<file path="config.mk">
export PLATFORM = sky130hd
export DESIGN_NAME = video_timing_gen
export DESIGN_NICKNAME = d
export VERILOG_FILES = /design/src/rtl/video_timing_gen.sv
export SDC_FILE = /design/constraint.sdc
export NUM_CORES = 1
export LEC_CHECK = 0
export ABC_AREA = 1
export CORE_MARGIN = 4
export CORE_UTILIZATION = 57
export DETAILED_ROUTE_END_ITERATION = 10
export PLACE_DENSITY = 0.82
export SYNTH_ARGS = -nofsm -noshare
export SYNTH_HDL_FRONTEND = slang
export SYNTH_SLANG_ARGS = --single-unit
export TNS_END_PERCENT = 5
</file>
<file path="constraint.sdc">
create_clock -name clock -period 15.15 [get_ports clock]
set_clock_uncertainty 0.2 [all_clocks]
set_input_delay 3.03 -clock clock [delete_from_list [all_inputs] [get_ports clock]]
set_output_delay 3.03 -clock clock [all_outputs]
set_load 0.02 [all_outputs]
</file>
<file path="src/rtl/video_timing_gen.sv">
`default_nettype none
// ============================================================================
//  Module   : video_timing_gen
//  Brief    : Mode-switchable progressive/interlaced raster timing generator
//             with shadowed timings applied only at frame boundaries.
//  Revision : 1.0 - initial release
// ============================================================================
module video_timing_gen #(
    parameter int CW          = 12,
    parameter int FRAME_CNT_W = 8
) (
    input  logic                   clock,
    input  logic                   reset,
    input  logic [CW-1:0]          mode_h_active,
    input  logic [CW-1:0]          mode_h_front_porch,
    input  logic [CW-1:0]          mode_h_sync,
    input  logic [CW-1:0]          mode_h_total,
    input  logic [CW-1:0]          mode_v_active,
    input  logic [CW-1:0]          mode_v_front_porch,
    input  logic [CW-1:0]          mode_v_sync,
    input  logic [CW-1:0]          mode_v_total_1,
    input  logic [CW-1:0]          mode_v_total_2,
    input  logic                   mode_h_sync_pol,
    input  logic                   mode_v_sync_pol,
    input  logic                   mode_interlaced,
    input  logic                   mode_update,
    output logic [CW-1:0]          counterX,
    output logic [CW-1:0]          counterY,
    output logic                   hsync,
    output logic                   vsync,
    output logic                   de,
    output logic                   field,
    output logic                   line_start,
    output logic                   frame_start,
    output logic [FRAME_CNT_W-1:0] frame_count,
    output logic                   update_pending
);

    localparam int                    c_EXT_W   = CW + 2;
    localparam logic [CW-1:0]         c_ONE     = CW'(1);
    localparam logic [c_EXT_W-1:0]    c_EXT_ONE = c_EXT_W'(1);

    // Shadow copy of the active mode
    logic [CW-1:0] r_h_active, r_h_front_porch, r_h_sync, r_h_total;
    logic [CW-1:0] r_v_active, r_v_front_porch, r_v_sync;
    logic [CW-1:0] r_v_total_1, r_v_total_2;
    logic          r_h_sync_pol, r_v_sync_pol, r_interlaced;

    // Internal raster position
    logic [CW-1:0] r_x, r_y;
    logic          r_field;

    // Registered outputs
    logic [CW-1:0]          r_counter_x, r_counter_y;
    logic                   r_hsync, r_vsync, r_de, r_field_out;
    logic                   r_line_start, r_frame_start;
    logic [FRAME_CNT_W-1:0] r_frame_count;
    logic                   r_update_pending;

    logic [CW-1:0]      w_vt;
    logic               w_x_last, w_y_last, w_frame_end, w_load;
    logic [CW-1:0]      w_x_next, w_y_next;
    logic               w_field_next;
    logic [c_EXT_W-1:0] w_x_ext, w_y_p1, w_ht_ext, w_half;
    logic [c_EXT_W-1:0] w_hs_start, w_hs_end;
    logic [c_EXT_W-1:0] w_vp_raw, w_vp, w_vs_first, w_vs_last;
    logic               w_shift, w_vp_wrap;
    logic               w_hs_act, w_vs_act, w_de;

    // ------------------------------------------------------------------
    // Counter stepping; a zero total collapses the counter onto 0
    // ------------------------------------------------------------------
    assign w_vt         = (r_interlaced && r_field) ? r_v_total_2 : r_v_total_1;
    assign w_x_last     = (r_h_total == '0) || (r_x >= r_h_total - c_ONE);
    assign w_y_last     = (w_vt == '0) || (r_y >= w_vt - c_ONE);
    assign w_frame_end  = w_x_last && w_y_last && (!r_interlaced || r_field);
    assign w_x_next     = w_x_last ? '0 : r_x + c_ONE;
    assign w_y_next     = !w_x_last ? r_y : (w_y_last ? '0 : r_y + c_ONE);
    assign w_field_next = (w_x_last && w_y_last) ? (r_interlaced && !r_field) : r_field;
    assign w_load       = reset || (w_frame_end && (r_update_pending || mode_update));

    // ------------------------------------------------------------------
    // Sync and data-enable decode, in widened arithmetic to avoid wrap
    // ------------------------------------------------------------------
    assign w_x_ext    = {2'b00, r_x};
    assign w_y_p1     = {2'b00, r_y} + c_EXT_ONE;
    assign w_ht_ext   = {2'b00, r_h_total};
    assign w_half     = {3'b000, r_h_total[CW-1:1]};
    assign w_hs_start = {2'b00, r_h_active} + {2'b00, r_h_front_porch};
    assign w_hs_end   = w_hs_start + {2'b00, r_h_sync};
    assign w_hs_act   = (w_x_ext >= w_hs_start) && (w_x_ext < w_hs_end);

    // Field 1 moves the vsync edges by half a line, possibly into the next line
    assign w_shift    = r_interlaced && r_field;
    assign w_vp_raw   = w_hs_start + (w_shift ? w_half : '0);
    assign w_vp_wrap  = w_shift && (w_vp_raw >= w_ht_ext);
    assign w_vp       = w_vp_wrap ? (w_vp_raw - w_ht_ext) : w_vp_raw;
    assign w_vs_first = {2'b00, r_v_active} + {2'b00, r_v_front_porch}
                      + (w_vp_wrap ? c_EXT_ONE : '0);
    assign w_vs_last  = w_vs_first + {2'b00, r_v_sync};

    // Comparing y+1 keeps the "line before VS" case free of underflow
    assign w_vs_act   = (r_v_sync != '0) &&
                        (((w_y_p1 == w_vs_first) && (w_x_ext >= w_vp)) ||
                         ((w_y_p1 >  w_vs_first) && (w_y_p1 < w_vs_last)) ||
                         ((w_y_p1 == w_vs_last)  && (w_x_ext <  w_vp)));

    assign w_de       = (r_x < r_h_active) && (r_y < r_v_active);

    // ------------------------------------------------------------------
    // Shadow mode registers
    // ------------------------------------------------------------------
    always_ff @(posedge clock) begin
        if (w_load) begin
            r_h_active      <= mode_h_active;
            r_h_front_porch <= mode_h_front_porch;
            r_h_sync        <= mode_h_sync;
            r_h_total       <= mode_h_total;
            r_v_active      <= mode_v_active;
            r_v_front_porch <= mode_v_front_porch;
            r_v_sync        <= mode_v_sync;
            r_v_total_1     <= mode_v_total_1;
            r_v_total_2     <= mode_v_total_2;
            r_h_sync_pol    <= mode_h_sync_pol;
            r_v_sync_pol    <= mode_v_sync_pol;
            r_interlaced    <= mode_interlaced;
        end
    end

    // ------------------------------------------------------------------
    // Raster counters, frame bookkeeping and output register stage
    // ------------------------------------------------------------------
    always_ff @(posedge clock) begin
        if (reset) begin
            r_x              <= '0;
            r_y              <= '0;
            r_field          <= 1'b0;
            r_counter_x      <= '0;
            r_counter_y      <= '0;
            r_hsync          <= ~mode_h_sync_pol;
            r_vsync          <= ~mode_v_sync_pol;
            r_de             <= 1'b0;
            r_field_out      <= 1'b0;
            r_line_start     <= 1'b0;
            r_frame_start    <= 1'b0;
            r_frame_count    <= '0;
            r_update_pending <= 1'b0;
        end else begin
            r_counter_x   <= r_x;
            r_counter_y   <= r_y;
            r_hsync       <= ~(w_hs_act ^ r_h_sync_pol);
            r_vsync       <= ~(w_vs_act ^ r_v_sync_pol);
            r_de          <= w_de;
            r_field_out   <= r_field;
            r_line_start  <= (r_x == '0);
            r_frame_start <= (r_x == '0) && (r_y == '0) && !r_field;

            r_x     <= w_x_next;
            r_y     <= w_y_next;
            r_field <= w_field_next;

            if (w_frame_end) begin
                r_frame_count    <= r_frame_count + FRAME_CNT_W'(1);
                r_update_pending <= 1'b0;
            end else if (mode_update) begin
                r_update_pending <= 1'b1;
            end
        end
    end

    assign counterX       = r_counter_x;
    assign counterY       = r_counter_y;
    assign hsync          = r_hsync;
    assign vsync          = r_vsync;
    assign de             = r_de;
    assign field          = r_field_out;
    assign line_start     = r_line_start;
    assign frame_start    = r_frame_start;
    assign frame_count    = r_frame_count;
    assign update_pending = r_update_pending;

endmodule
`default_nettype wire
</file>
# == Word-level counts from Yosys, hierarchy flattened ==
# Cells that the tools add are included.
# word_totals
out_inout_bits,39
register_bits,175
elab_cells,94
# op_classes
eq_ne,2
n_reduce_logical,30
bitwise,6
mux,7
n_addsub,13
magnitude_cmp,11
# ops
operator,n
$logic_not A12 Y1,4
$eq A13 B14 Y1,2
$lt A12 B14 Y1,2
$add A12 B12 Y13,2
$add A12 B1 Y12 const B,2
$ge A12 B12 Y1,2
$lt A12 B12 Y1,2
$mux W12,2
$sub A12 B1 Y12 const B,2
$add A13 B1 Y14,1
$add A13 B11 Y14,1
$add A13 B12 Y14,1
$add A14 B12 Y14,1
$ge A12 B14 Y1,1
$ge A14 B12 Y1,1
$gt A13 B14 Y1,1
$logic_and A1 B1 Y1,14
$lt A13 B14 Y1,1
$mux W14,1
$sub A14 B12 Y14,1
$add A12 B1 Y13 const B,1
$ge A12 B13 Y1,1
$reduce_bool A12 Y1,1
$mux W11,1
7 further kinds,21

# == Depth between registers and ports, before layout ==
# logic_depth
ltp_word,16
ltp_mapped,57
mapped_depth_nobuf,56

# == Worst setup path before layout ==
# Ideal clock, no wire load.
# synth_timing
kind,input to register
start,in mode_update
end,"reg r_h_active[0], enable pin"
cell_stages,2
n_path_buf,0
path_slack_ns,3.363
t_arrival_ns,10.853
required_ns,14.216
path_cell_list,nor2_1 > o21ai_0
# synth_via
elab_chain_len,3
# synth_rtl
item,line,source
"start, declared",26,"input logic mode_update,"
$logic_or A1 B1 Y1,80,assign w_load = reset || (w_frame_end && (r_update_pending || mode_update));
$logic_and A1 B1 Y1,80,
$logic_or A1 B1 Y1,80,
via w_load,61,"logic w_x_last, w_y_last, w_frame_end, w_load;"
"end signal, assigned",115,r_h_active <= mode_h_active;
"end, declared",44,"logic [CW-1:0] r_h_active, r_h_front_porch, r_h_sync, r_h_total;"
# The timed path passes the listed nets, and every way through them passes these cells.
# A chain may end at the register's enable or synchronous reset.

# == Worst setup path in the final report ==
# layout_timing
start,reg r_h_active[0]
end,"reg r_vsync, in the netlist vsync"
# layout_via
elab_chain_len,15
# layout_rtl
item,line,source
$add A12 B12 Y13 *,89,"assign w_hs_start = {2'b00, r_h_active} + {2'b00, r_h_front_porch};"
$add A13 B11 Y14 *,95,assign w_vp_raw = w_hs_start + (w_shift ? w_half : '0);
$ge A14 B12 Y1,96,assign w_vp_wrap = w_shift && (w_vp_raw >= w_ht_ext);
$logic_and A1 B1 Y1,96,
$mux W1,99,+ (w_vp_wrap ? c_EXT_ONE : '0);
$add A13 B1 Y14,99,
$add A14 B12 Y14,100,"assign w_vs_last = w_vs_first + {2'b00, r_v_sync};"
$lt A13 B14 Y1,105,((w_y_p1 > w_vs_first) && (w_y_p1 < w_vs_last)) ||
$logic_and A1 B1 Y1,105,
$logic_or A1 B1 Y1,104,(((w_y_p1 == w_vs_first) && (w_x_ext >= w_vp)) ||
$logic_or A1 B1 Y1 *,105,
$logic_and A1 B1 Y1 *,103,assign w_vs_act = (r_v_sync != '0) &&
$xor A1 B1 Y1 *,152,r_vsync <= ~(w_vs_act ^ r_v_sync_pol);
$not A1 Y1 *,152,
$mux W1 *,134,if (reset) begin
"end signal, assigned",141,r_vsync <= ~mode_v_sync_pol;
"end signal, assigned",152,
"end, declared",55,"logic r_hsync, r_vsync, r_de, r_field_out;"
# Every way passes the cells marked *; elsewhere a longest branch is shown, timed or not.

==> metrics.md <==
| Metric | Value |
|---|---|
| Fraction of layout cells with a size suffix above 1 | 0.0410 |
| Syn Area/Cell | 8.88 sq um |
| First drt pass iteration count | 6 |
| Finished Layout Cells | 1812 |
| Slowest stage delay, CP | 0.42 ns |
| Reg2reg setup slack | 6.07 ns |
| Post-synthesis cell area | 12100 sq um |
| Most frequent cells in the layout | nand2_1, inv_1, ha_1 |
| Die height | 154 um |
| Slew Limit Headroom | 0.454 |
| Root buffer cell | clkbuf_16 |
| Pin count of the biggest net entering global routing | 58 |
| Worst Setup End Kind | flip-flop |
| Reg2Reg Launch Point | r_h_active[0] |
| Die area | 23600 sq um |
| CP Launch Point | r_h_active[0] |
| Worst r2r dst | vsync |
| TritonCTS Sinks | 175 |
| Worst R2R Path Depth | 55 |
| Hold Crit Start | r_x[0] |
| Clock Tree Buf Depth | 2 |
| Yosys cell types | 56 |
| Post-synth top area share | 0.275 |
| Gp weighted congestion | 0.960 |
| Ant diodes | 0 |
| P per Cell Area | 96.1 nW/um^2 |
| Postcts setup bufs | 0 |
| Total gr overflow | 0 |
| CTS tree | built |
| Commonest register cell after synthesis | edfxtp_1 |
| Average wire per cell in the routed design | 17.8 um |
| Routed Antenna Nets | 0 |
| CTS resizes | 0 |
| Routed wire length | 32.2 mm |
| CTS Hold Buffers Added | 0 |
| Period utilization | 0.599 |
| Register area share after synthesis | 0.381 |
| Arr. time, crit path | 9.23 ns |
| Crit Path Class | flip-flop to flip-flop |
| CP bufs+invs | 7 |
| Crit-path slowest cell | nor2_4 |
| Clock transition at the registers of the reported paths | 0.08 ns |
| GRT Total Usage | 0.269 |
| Initial cell density of the core | 0.578 |
| Setup Viol. Count Final | 0 |
| Hold_ws | 0.249 ns |
| Core Rows | 53 |
| Fin nets | 1831 |
| CP Capture Point | vsync |
| Unrepaired setup endpoints after global routing | false |
| Clock Latency Late Sink | 0.46 ns |
| Crit-path most repeated cell | nand2_1 |
| CP delay by family, top | simple AND/OR/NAND/NOR gates |
| Worst-margin pin slew | 0.816 ns |
| Area Overhead vs Synth | 20.2% |
| Worst Setup Start Kind | flip-flop |
| Commonest non-fill, non-tap cell in the layout | nand2_1 |
| First-iteration detailed-routing DRC count | 915 |
| Routed vias | 10.1k |
| Hold WC Path Type | flip-flop to flip-flop |
| Antenna violations before repair | 0 |
| P_leak | 6.66 nW |
| Top post-synthesis cells by area | edfxtp_1, ha_1, dfxtp_1 |
| Global-route wire length before repair | 50.9 mm |
| Syn_nets | 1670 |
| Max Cap Viol | 0 |
| Number of synthesized flops with an enable pin | 111 |
| Final min period | 9.08 ns |
| IO Port Bufs | 152 |
| Placed inst area | 13900 sq um |
| Hold Vio Cnt, Final | 0 |
| Final Cell Area | 14600 sq um |
| Critical Path RT | 15.30 ns |
| IO Pins | 153 |
| Crit Path Max Fanout | 23 |
| Crit. path cell count | 55 |
| CTS H-tree lvls | 4 |
| Yosys warns | 0 |
| CTS buffer count | 17 |
| Hpwl dp | 25.1 mm |
| Post-Syn Instances | 1363 |
| Avg Vias per Cell | 5.59 |
| Fin Setup TNS | 0 ns |
| Post-synth ARST share | 0 |
| # DRC | 0 |
| Chip width | 154 um |
| Placed cells | 1780 |
| Cell taking the most area after synthesis | edfxtp_1 |
| Synthesis-stage register bit count | 175 |
| Peak supply drop | 0.0731 mV |
| FMAX | 110 MHz |
| Status | complete, no violations |
| Max Slew Vio Count | 0 |
| Core ar. | 21000 sq um |
| Vias in the first global route | 10.1k |
## area by class of cell
| type | instances | area [sq um] |
|---|---|---|
| clock buffers | 17 | 425 |
| clock inverters | 15 | 186 |
| fillers | 1637 | 6400 |
| inverters | 195 | 732 |
| multi-input cells | 979 | 6700 |
| flip-flops and latches | 175 | 4610 |
| well taps | 275 | 344 |
| repair buffers | 156 | 1550 |
## logic make-up (layout without fill, tap and decap cells)
family,Yosys count,after routing,share of synthesized area
AND/OR/NAND/NOR,455,455,0.167
XOR/XNOR,91,91,0.0658
buffers and inverters,209,383,0.0665
AO/OA/AOI/OAI,230,230,0.107
flip-flops,175,175,0.381
adder cells (fa/ha/maj),193,193,0.204
multiplexers,10,10,0.00827
## metrics by stage
stage,power (mW),worst slack [ns],util
5_1_grt,1.47,5.09,0.695
3_5_place_dp,0.937,6.24,0.665
2_1_floorplan,0.825,3.36,-
4_1_cts,1.40,6.20,0.695
3_3_place_gp,0.925,6.50,0.665
6_report,1.40,6.07,0.695
## worst min-delay path by stage
stage                     cells past startpoint  slack, ns      to
final                                         1       0.25  r_x[0]
after global routing                          1       0.29  r_x[0]
after CTS                                     1       0.25  r_x[0]
after detailed placement                      1       0.24  r_x[0]
after global placement                        1       0.23  r_x[0]
after floorplan                               1       0.22  r_x[0]
## cell usage after synthesis, types with 3 or more instances
| cell | count |
|---|---|
| a21o_1 | 6 |
| a21oi_1 | 114 |
| nand4_1 | 24 |
| dfxtp_1 | 64 |
| o211ai_1 | 5 |
| nor3b_1 | 4 |
| nand3_1 | 53 |
| clkbuf_1 | 9 |
| edfxtp_1 | 111 |
| nand2_1 | 207 |
| o21bai_1 | 12 |
| ha_1 | 186 |
| nor2_1 | 110 |
| a31oi_1 | 7 |
| nor4_1 | 8 |
| nor3_1 | 18 |
| mux2i_1 | 10 |
| xnor2_1 | 28 |
| or2_2 | 7 |
| fa_1 | 7 |
| xor2_1 | 63 |
| nand3b_1 | 4 |
| a211oi_1 | 6 |
| a21boi_0 | 3 |
| o21ai_0 | 59 |
| inv_1 | 194 |
## flip-flops by register name, summed over array words and instances (netlist names), 8 cells and up
name / flops
r_v_total_1: 12
r_v_front_porch: 12
counterY: 12
r_v_active: 12
r_v_sync: 12
r_x: 12
counterX: 12
r_y: 12
r_h_total: 12
r_h_active: 12
r_h_front_porch: 12
frame_count: 8
r_v_total_2: 12
r_h_sync: 12
## metal layers
layer,up-vias,part of all wire,GRT usage,wire length (um)
met5,-,0,0,0
met4,0,0.028,0.0837,903
met3,65,0.075,0.0563,2420
met2,369,0.45,0.437,14600
met1,4711,0.44,0.365,14300
li1,4983,-,-,-
## report_power, final
| part | switching (mW) | leakage [nW] | internal [mW] |
|---|---|---|---|
| registers | 0.0120 | 1.60 | 0.528 |
| logic | 0.231 | 4.75 | 0.163 |
| clock network | 0.226 | 0.301 | 0.238 |
Note: power is estimated with default switching activity, not from simulation.
